<file path="config.mk">
export PLATFORM = sky130hd
export DESIGN_NAME = stage_decode_pipe
export DESIGN_NICKNAME = d
export VERILOG_FILES = /design/src/rtl/stage_decode_pipe.sv
export SDC_FILE = /design/constraint.sdc
export NUM_CORES = 1
export LEC_CHECK = 0
export ABC_AREA = 1
export ABC_CLOCK_PERIOD_IN_PS = 3500
export CAP_MARGIN = 15
export CORE_UTILIZATION = 46
export CTS_CLUSTER_SIZE = 20
export DETAILED_ROUTE_END_ITERATION = 12
export GPL_TIMING_DRIVEN = 0
export MAX_ROUTING_LAYER = met4
export PLACE_DENSITY_LB_ADDON = 0.3
export SLEW_MARGIN = 20
export SYNTH_ARGS = -nofsm -noshare
export SYNTH_HDL_FRONTEND = slang
export SYNTH_SLANG_ARGS = --single-unit
</file>
<file path="constraint.sdc">
create_clock -name clock -period 3.5 [get_ports clock]
set_input_delay 0.7 -clock clock [delete_from_list [all_inputs] [get_ports clock]]
set_output_delay 0.7 -clock clock [all_outputs]
set_load 0.005 [all_outputs]
</file>
<file path="src/rtl/stage_decode_pipe.sv">
// Decode stage with D/X pipeline latch: register-read address decode,
// load-use hazard detection with bubble insertion, and a saturating stall counter.
module stage_decode_pipe #(
    parameter int          PC_W     = 32,
    parameter logic [4:0]  RTYPE_OP = 5'b00000,
    parameter logic [4:0]  LW_OP    = 5'b01000,
    parameter logic [4:0]  BEX_OP   = 5'b10110,
    parameter int          CNT_W    = 16
) (
    input  logic             clock,
    input  logic             reset_n,
    // in_valid/in_ready: an F/D instruction moves into D/X on a rising edge
    // where in_valid & in_ready; out_valid/out_ready: D/X contents are taken
    // by X on an edge where out_valid & out_ready, otherwise they are held.
    input  logic             in_valid,
    input  logic [31:0]      in_insn,
    input  logic [PC_W-1:0]  in_pc,
    output logic             in_ready,
    output logic [4:0]       ctrl_readRegA,
    output logic [4:0]       ctrl_readRegB,
    input  logic             ex_valid,
    input  logic [4:0]       ex_opcode,
    input  logic [4:0]       ex_rd,
    input  logic             flush,
    input  logic             out_ready,
    output logic             out_valid,
    output logic [31:0]      out_insn,
    output logic [PC_W-1:0]  out_pc,
    output logic [CNT_W-1:0] stall_count
);

    logic             r_valid;
    logic [31:0]      r_insn;
    logic [PC_W-1:0]  r_pc;
    logic [CNT_W-1:0] r_stall_cnt;

    logic [4:0] w_opcode;
    logic [4:0] w_rd;
    logic [4:0] w_rs;
    logic [4:0] w_rt;
    logic       w_a_used;
    logic       w_b_used;
    logic       w_ex_load;
    logic       w_hazard;
    logic       w_hold;

    assign w_opcode = in_insn[31:27];
    assign w_rd     = in_insn[26:22];
    assign w_rs     = in_insn[21:17];
    assign w_rt     = in_insn[16:12];

    assign ctrl_readRegA = (w_opcode == BEX_OP)   ? 5'd30 : w_rs;
    assign ctrl_readRegB = (w_opcode == RTYPE_OP) ? w_rt  : w_rd;

    // Jumps (00001, 00011) read no source; only stores/branches and R-type read port B.
    assign w_a_used = (w_opcode != 5'b00001) && (w_opcode != 5'b00011);
    assign w_b_used = (w_opcode == RTYPE_OP) || (w_opcode == 5'b00010) ||
                      (w_opcode == 5'b00110) || (w_opcode == 5'b00111);

    assign w_ex_load = ex_valid && (ex_opcode == LW_OP) && (ex_rd != 5'd0);
    assign w_hazard  = in_valid && w_ex_load &&
                       ((w_a_used && (ctrl_readRegA == ex_rd)) ||
                        (w_b_used && (ctrl_readRegB == ex_rd)));
    assign w_hold    = r_valid && !out_ready;

    always_comb begin
        in_ready = 1'b1;
        if (flush)         in_ready = 1'b1;
        else if (w_hold)   in_ready = 1'b0;
        else if (w_hazard) in_ready = 1'b0;
    end

    // Priority: flush > downstream hold > hazard bubble > advance.
    always_ff @(posedge clock or negedge reset_n) begin
        if (!reset_n) begin
            r_valid     <= 1'b0;
            r_insn      <= 32'd0;
            r_pc        <= '0;
            r_stall_cnt <= '0;
        end else if (flush) begin
            r_valid <= 1'b0;
            r_insn  <= 32'd0;
        end else if (w_hold) begin
            r_valid <= r_valid;
        end else if (w_hazard) begin
            r_valid <= 1'b0;
            r_insn  <= 32'd0;
            if (r_stall_cnt != {CNT_W{1'b1}}) begin
                r_stall_cnt <= r_stall_cnt + 1'b1;
            end
        end else begin
            r_valid <= in_valid;
            r_insn  <= in_insn;
            r_pc    <= in_pc;
        end
    end

    assign out_valid   = r_valid;
    assign out_insn    = r_insn;
    assign out_pc      = r_pc;
    assign stall_count = r_stall_cnt;

endmodule

</file>
==> results_dict.tcl <==
set metrics [dict create \
    status "completed" \
    ctsHoldBuffers 0 \
    report.final.hold_viol_count 0 \
    yosys_warnings 0 \
    floorplan.initialDensity 0.4791 \
    synthTopCellsByCount "nand2_1 (196), dfrtp_1 (81), nand3_1 (70)" \
    muxShareOfSynthArea 0 \
    syn2layout_area_growth_pct 56.45 \
    synthCells 499 \
    async_reset_ff_frac 1.000 \
    endpoint_kind "primary output" \
    tightest_slew_ps 538.1 \
    grt-ovfl-total 0 \
    row_count 33 \
    setup_viol 0 \
    max_cap_violations 0 \
    syn-num-nets 580 \
    critPathMaxStageDelay_ps 490 \
    hpwl_um 9111 \
    clkTransAtPathRegs_ps 90 \
    die_area_mm2 0.008976 \
    ys.flop_type "dfrtp_1" \
    post-route-drc-count 0 \
    synth-adder-area-share 0.003163 \
    ios 172 \
    clockRootBuffer "clkbuf_8" \
    dp.cells 776 \
    track_usage 0.2860 \
    cts_sinks 81 \
    ff_latch_area_mm2 0.002027 \
    path_cells "clkdlybuf4s50_1 > inv_2 > nor2_2 > nand3_2 > buf_4 > nand3_1 > nand2_1 > nor2_2 > nand3_2 > nand2_4 > nand2_8 > a21o_1 > dlygate4sd2_1" \
    stdcell_area_mm2 0.006190 \
    grt_pass1_wl_um 19200 \
    post_drt_via_cell_ratio 5.189 \
    rsz0062_at_grt "false" \
    clk_latency_ps 350 \
    cp_max_fo 6 \
    synth_top_cell_area_share 0.5123 \
    worstPathRequired_ps 2800 \
    nFillCells 645 \
    power_leakage_nw 2.947 \
    maxSlewViolCount 0 \
    core_mm2 0.008258 \
    fmax_ghz 0.2965 \
    slew_headroom 0.6412 \
    synthSimpleGateAreaFrac 0.3580 \
    synthDistinctLibCells 23 \
    dr.pass1.iters 4 \
    cts_made_buffers 9 \
    vias 4177 \
    first_global_vias 4030 \
    chipWidth_um 94.74 \
    synth_edf_count 0 \
    routedWlPerCell_um 15.16 \
    drtAntennaViolNets 0 \
    p_total_w 0.002186 \
    grt_antenna_before_repair 3 \
    ys_top_cells_by_area "dfrtp_1 (51%), nand2_1 (19%), nand3_1 (8.9%), nand4_1 (4.3%), inv_1 (2.9%)" \
    final.setup.worst_slack_ps 127.6 \
    htreeDepth 3 \
    yosysMostFrequentCell "nand2_1" \
    grt_max_degree 50 \
    cts_tree "done" \
    multi_input_area_mm2 0.001732 \
    fp.dieH_um 94.74 \
    syn_area_per_cell_um2 7.928 \
    layout.cells.non_filler 805 \
    routed_wl_um 12200 \
    gp_congestion 0.9454 \
    fin_skew_ps 7.367 \
    synth_top_family_by_area "simple AND/OR/NAND/NOR gates" \
    peakVddDrop_v 0.0001775 \
    ys_seq_area_frac 0.5123 \
    synth_compound_area_frac 0.02815 \
    final_nets 773 \
    placed_area_mm2 0.005824 \
    critical_path_arrival_ps 2670 \
    cts_buffer_depth 2 \
    path_class "input port to primary output" \
    synth_area_mm2 0.003956 \
    ys_ff_latch 81 \
    crit_slowest_cell "clkdlybuf4s50_1" \
    drive_gt1_frac 0.08752 \
    portBuffers 171 \
    synthXorXnorAreaFrac 0.03099 \
    place_ws_ps -559.3 \
    yosysTopAreaCell "dfrtp_1" \
    utilization 0.7495 \
    period_share 0.9635 \
    drt_iter0_markers 199 \
    min_period_ps 3372 \
    power.density_mw_per_mm2 353.2 \
    start_kind "input port" \
    hold_class "input port to async pin" \
]
==> per-stage QoR <==
stage | TNS, ps | hold slack (ps)
3_5_place_dp | -559.3 | 459.4
2_1_floorplan | 0 | 404.4
5_1_grt | 0 | 313.3
4_1_cts | 0 | 303.1
6_report | 0 | 288.2
3_3_place_gp | -91020 | 453.0
==> metal layers <==
layer	vias to the layer above	track usage	share of wire
met3	14	0.04670	0.062
met1	1997	0.3481	0.42
met5	-	-	0
met2	154	0.4856	0.51
met4	0	0.09091	0.011
li1	2012	-	-
==> where the power goes <==
group / switching, W / internal [W] / leakage [nW]
clock network: 0.000349 / 0.000355 / 0.100
registers: 0.0000362 / 0.00100 / 1.04
logic: 0.000187 / 0.000259 / 1.80
==> layout make-up <==
type	count	area share
antenna	3	0.001213
tap	105	0.02122
clock inverter	5	0.01031
sequential	81	0.3275
timing repair buffer	183	0.2929
multi-input combinational	360	0.2798
inverter	31	0.01880
clock buffer	11	0.02284
buffer	26	0.02547
==> timing repair <==
action,4_1_cts,5_1_grt
resized for setup,18,10
setup endpoints to repair,1,1
buffers inserted,3,7
gates cloned,0,1
pin swaps,6,6
==> critical path: cells and delay by family <==
kind            cells  cell delay [ps]
compound gates      1              180
buf+inv             4             1010
simple gates        8              770
==> placed cells by master (no fill, tap or decap), types with 10 or more instances in the layout <==
cell	instances
buf_4	14
clkbuf_1	13
clkbuf_8	10
clkdlybuf4s50_1	165
dfrtp_1	81
inv_1	30
nand2_1	194
nand3_1	67
nand4_1	27
nor2_1	10
o21ai_0	15
xor2_1	11
==> worst paths after layout <==
kind	startpoint	to	slack, ps	depth (start not counted)
hold reg to reg	out_pc[9]	out_pc[9]	480	2
setup / recovery	in_insn[31]	in_ready	130	13
min in group clock	out_pc[9]	out_pc[9]	480	2
max in group asynchronous	reset_n	out_insn[28]	2620	2
hold / removal	reset_n	out_pc[19]	290	1
setup reg to reg	stall_count[0]	stall_count[8]	1240	8
==> cell families (layout without fill, tap and decap cells) <==
group | Yosys count | count (layout)
other cells | 0 | 3
buf+inv | 58 | 256
compound gates | 21 | 21
fa+ha+maj | 1 | 1
flops | 81 | 81
simple gates | 324 | 324
xor+xnor | 14 | 14
==> state kept, by name, summed over array words and instances (netlist names) <==
signal and cells:
out_insn 32, stall_count 16, out_valid 1, out_pc 32
Power figures use the tool's default switching activity.
